===== src/rtl/cam_search_engine.sv =====
// Ternary-search CAM with an encoded write port, per-entry valid bits and a
// two-stage search pipeline (match capture, then priority-encoded response).
// Optional macro CAM_MULTIHIT_EN adds the rsp_multi_hit output.
module cam_search_engine #(
  parameter int unsigned CAM_WIDTH  = 8,
  parameter int unsigned CAM_DEPTH  = 8,
  parameter int unsigned ADDR_WIDTH = 3
) (
  input  logic                  clk,
  input  logic                  rst,
  input  logic                  wr_en,
  input  logic [ADDR_WIDTH-1:0] wr_addr,
  input  logic [CAM_WIDTH-1:0]  wr_data,
  input  logic                  wr_valid,
  input  logic                  search_req,
  output logic                  search_ready,
  input  logic [CAM_WIDTH-1:0]  search_word,
  input  logic [CAM_WIDTH-1:0]  dont_care_mask,
  output logic                  rsp_valid,
  input  logic                  rsp_ready,
  output logic                  rsp_hit,
  output logic [ADDR_WIDTH-1:0] rsp_addr,
`ifdef CAM_MULTIHIT_EN
  output logic                  rsp_multi_hit,
`endif
  output logic [CAM_DEPTH-1:0]  rsp_match_vec
);

  logic [CAM_WIDTH-1:0]  mem_data [CAM_DEPTH];
  logic [CAM_DEPTH-1:0]  mem_valid;
  logic [CAM_DEPTH-1:0]  match_vec;

  logic                  s1_valid;
  logic [CAM_DEPTH-1:0]  s1_vec;

  logic                  adv;
  logic                  enc_hit;
  logic [ADDR_WIDTH-1:0] enc_addr;

  // Response register may be refilled when empty or being consumed.
  assign adv          = !rsp_valid || rsp_ready;
  assign search_ready = !s1_valid || adv;

  // Storage update; out-of-range addresses match no entry and are dropped.
  always_ff @(posedge clk or negedge rst) begin
    if (!rst) begin
      for (int i = 0; i < int'(CAM_DEPTH); i++) begin
        mem_data[i] <= '0;
      end
      mem_valid <= '0;
    end else if (wr_en) begin
      for (int i = 0; i < int'(CAM_DEPTH); i++) begin
        if (wr_addr == ADDR_WIDTH'(i)) begin
          if (wr_valid) begin
            mem_data[i] <= wr_data;
          end
          mem_valid[i] <= wr_valid;
        end
      end
    end
  end

  // Parallel ternary compare of the key against every stored word.
  always_comb begin
    match_vec = '0;
    for (int i = 0; i < int'(CAM_DEPTH); i++) begin
      match_vec[i] = mem_valid[i] &&
                     (((mem_data[i] ^ search_word) & ~dont_care_mask) == '0);
    end
  end

  // Stage 1: capture the match vector of an accepted search, hold when blocked.
  always_ff @(posedge clk or negedge rst) begin
    if (!rst) begin
      s1_valid <= 1'b0;
      s1_vec   <= '0;
    end else if (search_ready) begin
      s1_valid <= search_req;
      if (search_req) begin
        s1_vec <= match_vec;
      end
    end
  end

  // Lowest-index priority encoder over the stage-1 vector.
  always_comb begin
    enc_hit  = |s1_vec;
    enc_addr = '0;
    for (int i = int'(CAM_DEPTH) - 1; i >= 0; i--) begin
      if (s1_vec[i]) begin
        enc_addr = ADDR_WIDTH'(i);
      end
    end
  end

  // Stage 2: response register; data is left untouched when draining empty.
  always_ff @(posedge clk or negedge rst) begin
    if (!rst) begin
      rsp_valid     <= 1'b0;
      rsp_hit       <= 1'b0;
      rsp_addr      <= '0;
      rsp_match_vec <= '0;
    end else if (adv) begin
      rsp_valid <= s1_valid;
      if (s1_valid) begin
        rsp_hit       <= enc_hit;
        rsp_addr      <= enc_addr;
        rsp_match_vec <= s1_vec;
      end
    end
  end

`ifdef CAM_MULTIHIT_EN
  // Two or more set bits: clearing the lowest set bit still leaves one.
  always_ff @(posedge clk or negedge rst) begin
    if (!rst) begin
      rsp_multi_hit <= 1'b0;
    end else if (adv && s1_valid) begin
      rsp_multi_hit <= (s1_vec & (s1_vec - CAM_DEPTH'(1))) != '0;
    end
  end
`endif

endmodule


===== config.mk =====
export PLATFORM = sky130hd
export DESIGN_NAME = cam_search_engine
export DESIGN_NICKNAME = d
export VERILOG_FILES = /design/src/rtl/cam_search_engine.sv
export SDC_FILE = /design/constraint.sdc
export NUM_CORES = 1
export LEC_CHECK = 0
export CAP_MARGIN = 30
export CORE_MARGIN = 2
export CORE_UTILIZATION = 24
export CTS_CLUSTER_SIZE = 25
export DETAILED_ROUTE_END_ITERATION = 10
export GPL_TIMING_DRIVEN = 0
export PLACE_DENSITY = 0.39
export SETUP_SLACK_MARGIN = 0.3
export SLEW_MARGIN = 20
export SYNTH_ARGS = -nofsm -noshare
export SYNTH_HDL_FRONTEND = slang
export SYNTH_SLANG_ARGS = --single-unit

===== constraint.sdc =====
create_clock -name clk -period 1.4 [get_ports clk]
set_input_delay 0.14 -clock clk [delete_from_list [all_inputs] [get_ports clk]]
set_output_delay 0.14 -clock clk [all_outputs]
set_load 0.02 [all_outputs]

==> summary.txt <==
Status
  – Status: finished, final reports clean

Detailed routing
  – DRC viols: 0
  – Routed len/inst: about 18 µm
  – Via/cell ratio: ~4.5
  – WL final: approximately 12 mm
  – 1st-iter DRT viols: roughly 140
  – Post-route ant nets: 0
  – Via count: ~3100
  – Pre-Repair DR Iteration Count: 4

Yosys
  – Count leader, synth: dfrtp_1
  – Post-Synthesis Cells: 376
  – Top post-synthesis cells by count: 94 x dfrtp_1, 69 x mux2_2, 64 x xnor2_1
  – Syn_area_per_cell: 12.0 µm²
  – Cell area after synthesis: around 4500 µm²
  – Leading area contributor after synthesis: dfrtp_1
  – Flip-flop and latch count after synthesis: 94
  – Share of the synthesized area in the top cell type: between 50% and 60%
  – Share of the yosys chip area belonging to registers: between 50% and 60%
  – Synth Flop Type: dfrtp_1
  – Net Count, Synth: roughly 410
  – Post-synth EDFFs: 0
  – Post-synth cell types: 31
  – Ys Warns: 0
  – Top post-synthesis cells by area: dfrtp_1 52%, mux2_2 17%, xnor2_1 12%
  – Async SR Flop Fraction: 100%

Power
  – Leak pwr: 2.47 nW
  – Pwr dens: 1410 nW/µm²
  – Worst vdd ir: 0.593 mV

Worst setup path
  – Req. time, crit path: 1690 ps
  – Slowest stage delay, CP: 400 ps
  – Slowest CP cell: dfrtp_1
  – CP Capture Type: register
  – Crit Path Category: reg2reg
  – Crit-path cells: xnor2_1, o22ai_2, nor3_2, a22o_1
  – Crit-path max FO: 2
  – Critical path launch point type: register
  – R2r worst-path depth: 4
  – Worst EP arrival: 1550 ps

STA
  – RSZ-0062 raised after global routing: yes
  – Slew Viols, Final: 0
  – Max Fclk: 788 MHz
  – Final hold violations: 0
  – Slew Limit Headroom: 68.2%
  – Slew @ Worst Pin: 477 ps
  – Max Clock Skew: between 7 and 8 ps
  – Setup-failing EPs final: 0
  – Final worst path period share: 90.6%
  – Tmin final: 1270 ps

Clocking
  – H-tree Lvls: 3
  – Root Driver: clkbuf_16
  – Clock sink count: 94
  – CTS tree: done
  – Clock transition at path regs: 70 ps
  – CTS buffer count: 9
  – CTS max path bufs: 2
  – Clk Latency, worst-skew pair: 350 ps

Global route
  – Remaining global-route overflow: 0
  – Largest net degree at the start of global routing: 59
  – Total track usage: 12.8%
  – First-pass GRT wire length: 18.8 mm
  – Initial antenna violation count: 0
  – Vias in the first global route: 3150

Placed design
  – Dpl hpwl: 8.36 mm
  – GPL Wtd Cong: between 0.7 and 0.8
  – Post-DP Area: 5290 µm²
  – I/O Buffers: 31
  – Inst Count DP: around 640

Final layout
  – Fillers: 1883
  – Final std cells w/o fill: about 680
  – Final instance area: 5950 µm²
  – Area Overhead vs Synth: 31.8%
  – ANT cells: 0
  – Share of layout cells above drive strength 1: 36.7%
  – Final-stage net count: 472

Floorplan
  – Die area: 19900 µm²
  – Core area: 18600 µm²
  – Rows: 50
  – Die height: about 140 µm
  – Die X: roughly 140 µm
  – Io pins: 47
  – Starting Density: 24.3%

Hold path
  – WHS Path Cells: 3
  – Min-Delay Path Class: in2reg

Run
  – Total of max-cap violations: 0
==> per-layer routing <==
layer	global-route usage [%]	part of all wire [%]
met5	0	0
met4	4.74	1.7
met3	2.41	2.8
met2	20.5	48
met1	17.3	48
==> kinds of logic after synthesis <==
logic type | share of synthesized area (%)
AO/OA/AOI/OAI | 7.95
XOR/XNOR | 12.4
buffers and inverters | 1.91
flip-flops | 52.1
multiplexers | 17.5
AND/OR/NAND/NOR | 8.15
==> registers in the layout, indices dropped and copies added, names as in the netlist <==
signal,count
rsp_match_vec,8
rsp_valid,1
mem_valid,8
s1_vec,8
mem_data,64
rsp_addr,3
s1_valid,1
rsp_hit,1
==> cell type report <==
class / count / area [µm²] / area share [%]
repair buffers: 51 / 528 / 8.88
clock inverters: 4 / 70.1 / 1.18
flip-flops and latches: 94 / 2350 / 39.6
inverters: 2 / 7.51 / 0.126
well taps: 234 / 293 / 4.92
plain buffers: 18 / 104 / 1.75
multi-input cells: 263 / 2340 / 39.4
clock buffers: 12 / 246 / 4.14
==> cells in the final DEF, fill, tap and decap left out, drive strengths merged, types with 5 or more instances in the layout <==
master          n
dfrtp          94
mux2           70
xnor2          64
buf            51
o22ai          24
nand2          19
nor2           18
nor3           18
clkbuf         15
o21ai          12
clkdlybuf4s50  11
a22o            8
nand3           7
a21o            6
nand2b          5
==> critical path: cells and delay by family, from the launching register on <==
| family | cells | cell delay [ps] |
|---|---|---|
| simple gates | 1 | 290 |
| flops | 1 | 400 |
| xor+xnor | 1 | 200 |
| compound gates | 2 | 310 |
==> metrics by stage <==
step | TNS, ps | worst slack (ps) | utilization (%) | hold WS (ps) | power [mW]
finish | 0 | 131 | 32.0 | 152 | 8.36
global route | 0 | 70.4 | 32.0 | 177 | 8.82
CTS | 0 | 147 | 31.6 | 158 | 8.44
detailed placement | -40880 | -709 | 28.5 | 78.5 | 5.66
global placement | -382670 | -4010 | 28.3 | 465 | 5.62
floorplan | 0 | 34.5 | - | -156 | 5.03
==> what timing repair did <==
| item | in CTS | in global routing |
|---|---|---|
| resized for setup | 98 | 13 |
| cloned | 0 | 2 |
| pin swaps | 9 | 4 |
| hold buffers | 1 | 0 |
| hold endpoints to repair | 36 | 0 |
| endpoints found under the setup margin | 106 | 40 |
| setup buffers | 14 | 3 |
==> worst paths after layout <==
path	from	end	slack (ps)
max in group asynchronous	rst	rsp_valid	510
worst max register to register	mem_data[58]	s1_vec[0]	130
min in group asynchronous	rst	mem_data[58]	260
worst min register to register	rsp_match_vec[2]	rsp_match_vec[2]	470
worst min-delay path	wr_en	mem_valid[3]	150
worst max-delay path	mem_data[58]	s1_vec[0]	130
==> power by group <==
group | switching (mW) | internal, mW
registers | 0.365 | 3.27
clock network | 1.07 | 1.61
logic | 0.903 | 1.15
total | 2.33 | 6.03
Power figures use the tool's default switching activity.
